`config.mk`:
```
export PLATFORM = sky130hd
export DESIGN_NAME = katadc_pattern_gen_flat
export DESIGN_NICKNAME = d
export VERILOG_FILES = /design/src/rtl/katadc_pkg.sv /design/src/rtl/katadc_pattern_gen_if.sv /design/src/rtl/katadc_lfsr4.sv /design/src/rtl/katadc_pattern_gen.sv /design/src/flat_wrapper.sv
export SDC_FILE = /design/constraint.sdc
export NUM_CORES = 1
export LEC_CHECK = 0
export ABC_CLOCK_PERIOD_IN_PS = 5900
export BUFFER_PORTS_ARGS = -buffer_cell sky130_fd_sc_hd__buf_2
export CAP_MARGIN = 10
export CORE_MARGIN = 10
export CORE_UTILIZATION = 30
export DETAILED_ROUTE_END_ITERATION = 8
export PLACE_DENSITY = 0.52
export SLEW_MARGIN = 30
export SYNTH_ARGS = -nofsm -noshare
export SYNTH_HDL_FRONTEND = slang
export SYNTH_SLANG_ARGS = --single-unit
```
`constraint.sdc`:
```
create_clock -name ctrl_clk_in -period 5.9 [get_ports ctrl_clk_in]
set_input_delay 0.295 -clock ctrl_clk_in [delete_from_list [all_inputs] [get_ports ctrl_clk_in]]
set_output_delay 0.295 -clock ctrl_clk_in [all_outputs]
set_load 0.05 [all_outputs]
```
`src/rtl/katadc_pkg.sv`:
```
// Shared types and constants for the KAT ADC synthetic pattern generator.
package katadc_pkg;

  localparam int unsigned SAMPLE_W = 8;
  localparam int unsigned LANES    = 4;

  localparam logic [1:0] MODE_RAMP  = 2'd0;
  localparam logic [1:0] MODE_CONST = 2'd1;
  localparam logic [1:0] MODE_LFSR  = 2'd2;
  localparam logic [1:0] MODE_ZERO  = 2'd3;

  localparam logic [SAMPLE_W-1:0] SAT_POS = 8'h7F;
  localparam logic [SAMPLE_W-1:0] SAT_NEG = 8'h80;

  typedef enum logic [1:0] {
    ST_IDLE,
    ST_ARM,
    ST_RUN
  } state_t;

  // Lane 0 (oldest sample) sits in the least significant byte.
  typedef logic [LANES-1:0][SAMPLE_W-1:0] beat_t;

  function automatic logic is_sat(input logic [SAMPLE_W-1:0] s);
    return (s == SAT_POS) || (s == SAT_NEG);
  endfunction

endpackage

```
`src/rtl/katadc_pattern_gen_if.sv`:
```
// User-side ADC sample bus, identical to the capture block's producer end.
interface katadc_pattern_gen_if;
  import katadc_pkg::*;

  logic [SAMPLE_W-1:0] user_datai0;
  logic [SAMPLE_W-1:0] user_datai1;
  logic [SAMPLE_W-1:0] user_datai2;
  logic [SAMPLE_W-1:0] user_datai3;
  logic [SAMPLE_W-1:0] user_dataq0;
  logic [SAMPLE_W-1:0] user_dataq1;
  logic [SAMPLE_W-1:0] user_dataq2;
  logic [SAMPLE_W-1:0] user_dataq3;
  logic                user_outofrange0;
  logic                user_outofrange1;
  logic                user_sync0;
  logic                user_sync1;
  logic                user_sync2;
  logic                user_sync3;
  logic                user_data_valid;

  modport master (
    output user_datai0, user_datai1, user_datai2, user_datai3,
    output user_dataq0, user_dataq1, user_dataq2, user_dataq3,
    output user_outofrange0, user_outofrange1,
    output user_sync0, user_sync1, user_sync2, user_sync3,
    output user_data_valid
  );

  modport slave (
    input user_datai0, user_datai1, user_datai2, user_datai3,
    input user_dataq0, user_dataq1, user_dataq2, user_dataq3,
    input user_outofrange0, user_outofrange1,
    input user_sync0, user_sync1, user_sync2, user_sync3,
    input user_data_valid
  );

endinterface

```
`src/rtl/katadc_lfsr4.sv`:
```
// 8-bit Fibonacci LFSR (x^8+x^6+x^5+x^4+1) advancing four steps per clock.
module katadc_lfsr4
  import katadc_pkg::*;
(
  input  logic                clk,
  input  logic                rst_n,
  input  logic                load,
  input  logic                advance,
  input  logic [SAMPLE_W-1:0] seed,
  output beat_t               lane
);

  logic [SAMPLE_W-1:0] state;

  function automatic logic [SAMPLE_W-1:0] step(input logic [SAMPLE_W-1:0] s);
    return {s[6:0], s[7] ^ s[5] ^ s[4] ^ s[3]};
  endfunction

  always_comb begin
    logic [SAMPLE_W-1:0] s;
    lane = '0;
    s    = state;
    for (int unsigned k = 0; k < LANES; k++) begin
      s       = step(s);
      lane[k] = s;
    end
  end

  always_ff @(posedge clk or negedge rst_n) begin
    if (!rst_n) begin
      state <= '0;
    end else if (load) begin
      state <= seed;
    end else if (advance) begin
      state <= lane[LANES-1];
    end
  end

endmodule

```
`src/rtl/katadc_pattern_gen.sv`:
```
// Synthetic KAT ADC sample source: ramp / constant / LFSR / zero patterns.
// Optional LFSR pattern built only when KATADC_PATGEN_LFSR_EN is defined.
module katadc_pattern_gen
  import katadc_pkg::*;
#(
  parameter int unsigned         ARM_CYCLES  = 16,
  parameter int unsigned         SYNC_PERIOD = 1024,
  parameter int unsigned         SYNC_LANE   = 0,
  parameter logic [SAMPLE_W-1:0] LFSR_SEED   = 8'hA5
) (
  input  logic                   ctrl_clk_in,
  input  logic                   ctrl_reset_n,
  input  logic                   enable,
  input  logic [1:0]             mode,
  input  logic [SAMPLE_W-1:0]    const_i,
  input  logic [SAMPLE_W-1:0]    const_q,
  katadc_pattern_gen_if.master   user,
  output logic [31:0]            beat_count
);

  localparam int unsigned       SYNC_W    = (SYNC_PERIOD > 2) ? $clog2(SYNC_PERIOD) : 1;
  localparam logic [SYNC_W-1:0] SYNC_LAST = SYNC_W'(SYNC_PERIOD - 1);
  localparam logic [15:0]       ARM_LAST  = 16'(ARM_CYCLES);

  state_t              state;
  logic [15:0]         arm_cnt;
  logic [1:0]          mode_q;
  logic [SAMPLE_W-1:0] ci_q;
  logic [SAMPLE_W-1:0] cq_q;
  logic [SAMPLE_W-1:0] ramp_base;
  logic [SYNC_W-1:0]   sync_cnt;

  beat_t             di_q, dq_q, di_nxt, dq_nxt;
  logic [1:0]        oor_q, oor_nxt;
  logic [LANES-1:0]  sync_q, sync_nxt;
  logic              valid_q;

  logic arm_start;
  logic beat_fire;

  assign arm_start = (state == ST_IDLE) && enable;
  // The ARM->RUN edge also registers beat 0, so valid is high for every RUN cycle.
  assign beat_fire = enable &&
                     (((state == ST_ARM) && (arm_cnt == ARM_LAST)) || (state == ST_RUN));

`ifdef KATADC_PATGEN_LFSR_EN
  beat_t lfsr_i, lfsr_q;

  katadc_lfsr4 u_lfsr_i (
    .clk     (ctrl_clk_in),
    .rst_n   (ctrl_reset_n),
    .load    (arm_start),
    .advance (beat_fire),
    .seed    (LFSR_SEED),
    .lane    (lfsr_i)
  );

  katadc_lfsr4 u_lfsr_q (
    .clk     (ctrl_clk_in),
    .rst_n   (ctrl_reset_n),
    .load    (arm_start),
    .advance (beat_fire),
    .seed    (LFSR_SEED ^ 8'hFF),
    .lane    (lfsr_q)
  );
`endif

  always_comb begin
    logic [SAMPLE_W-1:0] r;
    di_nxt   = '0;
    dq_nxt   = '0;
    sync_nxt = '0;
    for (int unsigned k = 0; k < LANES; k++) begin
      r = ramp_base + SAMPLE_W'(k);
      case (mode_q)
        MODE_RAMP: begin
          di_nxt[k] = r;
          dq_nxt[k] = r + 8'h80;
        end
        MODE_CONST: begin
          di_nxt[k] = ci_q;
          dq_nxt[k] = cq_q;
        end
`ifdef KATADC_PATGEN_LFSR_EN
        MODE_LFSR: begin
          di_nxt[k] = lfsr_i[k];
          dq_nxt[k] = lfsr_q[k];
        end
`endif
        default: begin
          di_nxt[k] = '0;
          dq_nxt[k] = '0;
        end
      endcase
    end
    oor_nxt[0] = is_sat(di_nxt[0]) | is_sat(dq_nxt[0]) | is_sat(di_nxt[1]) | is_sat(dq_nxt[1]);
    oor_nxt[1] = is_sat(di_nxt[2]) | is_sat(dq_nxt[2]) | is_sat(di_nxt[3]) | is_sat(dq_nxt[3]);
    sync_nxt[SYNC_LANE] = (sync_cnt == '0);
  end

  always_ff @(posedge ctrl_clk_in or negedge ctrl_reset_n) begin
    if (!ctrl_reset_n) begin
      state      <= ST_IDLE;
      arm_cnt    <= '0;
      mode_q     <= MODE_RAMP;
      ci_q       <= '0;
      cq_q       <= '0;
      ramp_base  <= '0;
      sync_cnt   <= '0;
      beat_count <= '0;
      di_q       <= '0;
      dq_q       <= '0;
      oor_q      <= '0;
      sync_q     <= '0;
      valid_q    <= 1'b0;
    end else begin
      case (state)
        ST_IDLE: begin
          if (enable) begin
            state      <= ST_ARM;
            arm_cnt    <= '0;
            beat_count <= '0;
            mode_q     <= mode;
            ci_q       <= const_i;
            cq_q       <= const_q;
            ramp_base  <= '0;
            sync_cnt   <= '0;
          end
        end
        ST_ARM: begin
          if (!enable) begin
            state <= ST_IDLE;
          end else if (arm_cnt == ARM_LAST) begin
            state <= ST_RUN;
          end else begin
            arm_cnt <= arm_cnt + 16'd1;
          end
        end
        ST_RUN: begin
          if (!enable) begin
            state <= ST_IDLE;
          end
        end
        default: state <= ST_IDLE;
      endcase

      if (beat_fire) begin
        di_q       <= di_nxt;
        dq_q       <= dq_nxt;
        oor_q      <= oor_nxt;
        sync_q     <= sync_nxt;
        valid_q    <= 1'b1;
        ramp_base  <= ramp_base + 8'd4;
        sync_cnt   <= (sync_cnt == SYNC_LAST) ? '0 : sync_cnt + 1'b1;
        beat_count <= beat_count + 32'd1;
      end else begin
        di_q    <= '0;
        dq_q    <= '0;
        oor_q   <= '0;
        sync_q  <= '0;
        valid_q <= 1'b0;
      end
    end
  end

  assign user.user_datai0      = di_q[0];
  assign user.user_datai1      = di_q[1];
  assign user.user_datai2      = di_q[2];
  assign user.user_datai3      = di_q[3];
  assign user.user_dataq0      = dq_q[0];
  assign user.user_dataq1      = dq_q[1];
  assign user.user_dataq2      = dq_q[2];
  assign user.user_dataq3      = dq_q[3];
  assign user.user_outofrange0 = oor_q[0];
  assign user.user_outofrange1 = oor_q[1];
  assign user.user_sync0       = sync_q[0];
  assign user.user_sync1       = sync_q[1];
  assign user.user_sync2       = sync_q[2];
  assign user.user_sync3       = sync_q[3];
  assign user.user_data_valid  = valid_q;

endmodule
```
`src/flat_wrapper.sv`:
```
// flat-port wrapper written by rule: the top's interface ports become plain ports
module katadc_pattern_gen_flat import katadc_pkg::*;
#(
  parameter int unsigned         ARM_CYCLES  = 16,
  parameter int unsigned         SYNC_PERIOD = 1024,
  parameter int unsigned         SYNC_LANE   = 0,
  parameter logic [SAMPLE_W-1:0] LFSR_SEED   = 8'hA5
)
  (ctrl_clk_in, ctrl_reset_n, enable, mode, const_i, const_q, beat_count, user_user_datai0, user_user_datai1, user_user_datai2, user_user_datai3, user_user_dataq0, user_user_dataq1, user_user_dataq2, user_user_dataq3, user_user_outofrange0, user_user_outofrange1, user_user_sync0, user_user_sync1, user_user_sync2, user_user_sync3, user_user_data_valid);
  katadc_pattern_gen_if user_i ();
  input  logic ctrl_clk_in;
  input  logic ctrl_reset_n;
  input  logic enable;
  input  logic [1:0] mode;
  input  logic [SAMPLE_W-1:0] const_i;
  input  logic [SAMPLE_W-1:0] const_q;
  output logic [31:0] beat_count;
  output wire logic [$bits(user_i.user_datai0)-1:0] user_user_datai0;
  output wire logic [$bits(user_i.user_datai1)-1:0] user_user_datai1;
  output wire logic [$bits(user_i.user_datai2)-1:0] user_user_datai2;
  output wire logic [$bits(user_i.user_datai3)-1:0] user_user_datai3;
  output wire logic [$bits(user_i.user_dataq0)-1:0] user_user_dataq0;
  output wire logic [$bits(user_i.user_dataq1)-1:0] user_user_dataq1;
  output wire logic [$bits(user_i.user_dataq2)-1:0] user_user_dataq2;
  output wire logic [$bits(user_i.user_dataq3)-1:0] user_user_dataq3;
  output wire logic [$bits(user_i.user_outofrange0)-1:0] user_user_outofrange0;
  output wire logic [$bits(user_i.user_outofrange1)-1:0] user_user_outofrange1;
  output wire logic [$bits(user_i.user_sync0)-1:0] user_user_sync0;
  output wire logic [$bits(user_i.user_sync1)-1:0] user_user_sync1;
  output wire logic [$bits(user_i.user_sync2)-1:0] user_user_sync2;
  output wire logic [$bits(user_i.user_sync3)-1:0] user_user_sync3;
  output wire logic [$bits(user_i.user_data_valid)-1:0] user_user_data_valid;
  assign user_user_datai0 = user_i.user_datai0;
  assign user_user_datai1 = user_i.user_datai1;
  assign user_user_datai2 = user_i.user_datai2;
  assign user_user_datai3 = user_i.user_datai3;
  assign user_user_dataq0 = user_i.user_dataq0;
  assign user_user_dataq1 = user_i.user_dataq1;
  assign user_user_dataq2 = user_i.user_dataq2;
  assign user_user_dataq3 = user_i.user_dataq3;
  assign user_user_outofrange0 = user_i.user_outofrange0;
  assign user_user_outofrange1 = user_i.user_outofrange1;
  assign user_user_sync0 = user_i.user_sync0;
  assign user_user_sync1 = user_i.user_sync1;
  assign user_user_sync2 = user_i.user_sync2;
  assign user_user_sync3 = user_i.user_sync3;
  assign user_user_data_valid = user_i.user_data_valid;
  katadc_pattern_gen #(.ARM_CYCLES(ARM_CYCLES), .SYNC_PERIOD(SYNC_PERIOD), .SYNC_LANE(SYNC_LANE), .LFSR_SEED(LFSR_SEED)) u_core (.ctrl_clk_in(ctrl_clk_in), .ctrl_reset_n(ctrl_reset_n), .enable(enable), .mode(mode), .const_i(const_i), .const_q(const_q), .user(user_i), .beat_count(beat_count));
endmodule
```
Word-level counts from Yosys, hierarchy flattened
Index checks and enable logic that the tools add are counted.
Widths: inputs -> output; s select.
- flip-flop bits (word level): 154
- bitwise operators: 6
- add/sub/neg operators: 11
- mux-type cells: 32
- eq/ne operators: 26
- reduce and logical (&&, ||, !) cells: 21
- operator list (operator ; count):
    $mux 32 ; 5
    $pmux 8 s2 ; 8
    $eq 8x7->1 const B ; 8
    $eq 8x8->1 const B ; 8
    $mux 16 ; 3
    $mux 10 ; 4
    $add 32x1->32 const B ; 1
    $add 8x8->8 const B ; 4
    $pmux 16 s2 ; 1
    $mux 8 ; 3
    $add 16x1->16 const B ; 1
    $add 8x2->8 const B ; 2
    $eq 16x5->1 const B ; 1
    $add 10x1->10 const B ; 1
    $eq 10x10->1 const B ; 1
    $logic_not 10->1 ; 1
    $mux 2 ; 5
    $logic_or 1x1->1 ; 9
    $add 8x1->8 const B ; 1
    $add 8x3->8 const B ; 1
    $ne 2x2->1 const B ; 4
    $or 1x1->1 ; 6
    $pmux 2 s3 ; 1
    $reduce_bool 2->1 ; 3
    9 further kinds ; 14

Longest topological paths before layout
- depth in word-level cells: 9
- gate-level depth with buffers: 10
- gate-level depth less buffers: 8

Worst setup path after synthesis
OpenSTA, ideal clock, no wires.
- kind: reg-to-reg
- start: reg u_core.beat_count[0]
- end: reg u_core.beat_count[16]
- setup time: 0.085 ns
- clock period less this slack: 2.282 ns
- data arrival time: 2.197 ns
- setup slack: 3.618 ns
- stages on the path, launching flop included: 8
- buffers on the path: 1
- path through: dfrtp_1 -> ha_1 -> and4_1 -> and2_1 -> clkbuf_1 -> nand2_1 -> nor4b_1 -> mux2i_1
- longest elaborated chain between the ends: 2
- ends and longest elaborated chain (element ; line ; source):
    start: declaration ; katadc_pattern_gen.sv:18 ; output logic [31:0] beat_count
    start signal: assignment ; katadc_pattern_gen.sv:155 ; beat_count <= beat_count + 32'd1;
    $add 32x1->32 ; katadc_pattern_gen.sv:155 ;
    $mux 32 ; katadc_pattern_gen.sv:147 ; if (beat_fire) begin
Every way passes these cells.
A chain may end at the register's enable or synchronous reset.

Worst setup path after layout
- start: reg u_core.arm_cnt[0]
- end: reg u_core.dq_q, in the netlist u_core.user.user_dataq2[7]
- longest elaborated chain between the ends: 5
- ends and longest elaborated chain (element ; line ; source):
    start: declaration ; katadc_pattern_gen.sv:26 ; logic [15:0] arm_cnt;
    start signal: assignment ; katadc_pattern_gen.sv:136 ; arm_cnt <= arm_cnt + 16'd1;
    $eq 16x5->1 ; katadc_pattern_gen.sv:44 ; (((state == ST_ARM) && (arm_cnt == ARM_LAST)) || (state == ST_RUN));
    $logic_and 1x1->1 ; katadc_pattern_gen.sv:44 ;
    $logic_or 1x1->1 ; katadc_pattern_gen.sv:44 ;
    $logic_and 1x1->1 ; katadc_pattern_gen.sv:43 ; assign beat_fire = enable &&
    $mux 32 ; katadc_pattern_gen.sv:147 ;
    end signal: assignment ; katadc_pattern_gen.sv:149 ; dq_q <= dq_nxt;
    end: declaration ; katadc_pattern_gen.sv:33 ; beat_t di_q, dq_q, di_nxt, dq_nxt;
Every way passes these cells.

==> results_dict.tcl <==
set metrics [dict create \
    status "finished, final reports clean" \
    tns_ns 0 \
    yosys-top-cells-count "134 x dfrtp_1, 106 x nand2_1, 47 x a21oi_1, 43 x nor2_1, 31 x nand3_1" \
    end_kind "flip-flop" \
    cts-root-buf "clkbuf_16" \
    fp.dieH_um 166 \
    grt_max_degree 77 \
    drt-total-wl_um 16400 \
    nNetsFinal 766 \
    ant_nets 0 \
    postCtsSetupRepairBufs 0 \
    cts.hold.buffers_added 1 \
    cts_tree "built" \
    gr-total-overflow 0 \
    core_mm2 0.0210 \
    antenna_found_initial 0 \
    fin_area_mm2 0.00769 \
    clkSlewWorstSetupHoldPaths_ns 0.06 \
    whs_ns 0.0619 \
    synth_top_area_frac 0.527 \
    area_growth_pct 21.0 \
    slew_headroom 0.472 \
    ctsResizeCount 0 \
    skew_ns 0.0104 \
    dr.pass1.iters 4 \
    grt_pass1_wl_um 26500 \
    yosys.area.top_type "dfrtp_1" \
    grt_pass1_vias 4809 \
    ioPinCount 124 \
    synth_compound_area_frac 0.115 \
    synth_cell_types 60 \
    ys_warn_count 0 \
    synthCells 643 \
    worst_pin_slew_ns 0.789 \
    avgViaCountPerCell 4.70 \
    synthFlopType "dfrtp_1" \
    grtUsageTotal 0.121 \
    fill_cells 2160 \
    cts_made_buffers 17 \
    yosys.area_share.simple 0.229 \
    max_cap_violations 0 \
    cts_sinks 134 \
    io_buffers 120 \
    dpl_cell_area_mm2 0.00706 \
    setup-violations-final 0 \
    htreeDepth 4 \
    critPathLaunchType "flip-flop" \
    powerDensity_mw_per_mm2 348 \
    start_util 0.303 \
    drt_iter0_markers 221 \
    dp_hpwl_um 11600 \
    synthMostInstantiatedCell "dfrtp_1" \
    hold_viol 0 \
    routabilityCongestion 0.759 \
    drc 0 \
    max-vdd-ir-drop_uv 215 \
    syn-cell-area_mm2 0.00636 \
    synth-seq-cells 134 \
    drive_gt1_frac 0.234 \
    crit_type "reg2reg" \
    antenna_cells 0 \
    slew_violations 0 \
    synth_mux_area_frac 0.0425 \
    hold_path.class "in2reg" \
    fmax_mhz 370 \
    postSynth.asyncResetShare 1.00 \
    synth-edff-count 0 \
    routedWlPerCell_um 15.9 \
    num_vias 4828 \
    grt_setup_unrepaired "no" \
    multi_input_area_mm2 0.00264 \
    dieArea_mm2 0.0274 \
    die_w_um 166 \
    leakage_uw 0.00393 \
    avgSynthCellArea_um2 9.89 \
    worstPathMaxFanout 40 \
    synth_xor_area_frac 0.0152 \
    post-route-period-util 0.459 \
    min_period_ns 2.71 \
    ys_seq_area_frac 0.527 \
    synth_fa_ha_area_frac 0.0118 \
    crit_required_ns 6.24 \
    critPathArrivalTime_ns 3.05 \
    clk_path_buf_depth 2 \
    clk_latency_ns 0.42 \
    final-seq-area_mm2 0.00335 \
    netlist_top_cells_area "dfrtp_1 53%, nand2_1 6.3%, mux2i_1 4.3%" \
    rows 53 \
    synth_top_family_by_area "simple AND/OR/NAND/NOR gates" \
]
## final timing paths
| kind | from | endpoint | slack, ns | cells past startpoint |
|---|---|---|---|---|
| min | const_i[5] | u_core.ci_q[5] | 0.06 | 3 |
| max reg2reg | u_core.arm_cnt[0] | u_core.user.user_dataq2[7] | 3.19 | 9 |
| min reg2reg | u_core.beat_count[31] | u_core.beat_count[31] | 0.47 | 1 |
| min in group asynchronous | ctrl_reset_n | u_core.user.user_datai1[7] | 0.39 | 2 |
| max | u_core.arm_cnt[0] | u_core.user.user_dataq2[7] | 3.19 | 9 |
| max in group asynchronous | ctrl_reset_n | u_core.beat_count[8] | 4.41 | 3 |
## worst max-delay path, stage by stage, from the launching register on
cell,delay [ns]
dfrtp_1,0.39
inv_1,0.11
ha_1,0.16
nor4b_4,0.25
and4_1,0.43
a31oi_4,0.25
inv_2,0.44
nand2b_1,0.10
buf_4,0.27
nor3_1,0.21
## layout by cell type (no fill, tap or decap), types with 11 or more instances in the layout
master / count
a21oi_1: 47
and3_1: 14
buf_2: 119
clkbuf_16: 17
dfrtp_1: 134
inv_1: 17
mux2i_1: 27
nand2_1: 106
nand2b_1: 11
nand3_1: 31
nand4_1: 20
nor2_1: 42
nor3_1: 12
o21ai_0: 24
## logic make-up (layout without fill, tap and decap cells)
logic type	after synthesis	count (layout)
DFF	134	134
buffers and inverters	70	177
other	1	3
adders and majority gates	6	6
muxes	27	27
and+or+nand+nor	280	280
AOI/OAI and AO/OA	114	114
xor gates and xnor gates	11	11
## layer usage
metal | wire, um | vias to the layer above | track usage
met1 | 7730 | 2253 | 0.166
met3 | 1440 | 5 | 0.0416
met2 | 7130 | 136 | 0.176
met5 | 0 | - | 0
met4 | 74 | 0 | 0.0383
li1 | - | 2434 | -
## report_power, final
| part | switching, uW | internal, uW | total [uW] |
|---|---|---|---|
| logic | 314 | 147 | 461 |
| clock network | 434 | 677 | 1110 |
| registers | 107 | 998 | 1110 |
## through the flow
step,total power [uW],setup WS [ns],utilization,cells
floorplan,1440,3.62,-,645
global placement,1590,3.25,0.337,994
detailed placement,1590,3.16,0.337,994
CTS,2720,3.17,0.367,1027
global route,2830,2.84,0.367,1027
finish,2680,3.19,0.367,1027
## area by class of cell
cell class	count	share of cell area
repair buffers	127	0.0866
inverters	18	0.00879
clock buffers	18	0.0558
well taps	275	0.0447
multi-input cells	441	0.344
flip-flops and latches	134	0.436
clock inverters	14	0.0242
## sequential cells by signal (all words and copies together), names as in the netlist, 4 cells and up
name,cells
u_core.user.user_datai0,8
u_core.ramp_base,6
u_core.user.user_dataq1,8
u_core.user.user_datai3,4
u_core.user.user_dataq0,8
u_core.user.user_dataq3,4
u_core.arm_cnt,16
u_core.sync_cnt,10
u_core.cq_q,8
u_core.ci_q,8
u_core.user.user_datai1,8
u_core.beat_count,32
Power figures use the tool's default switching activity.
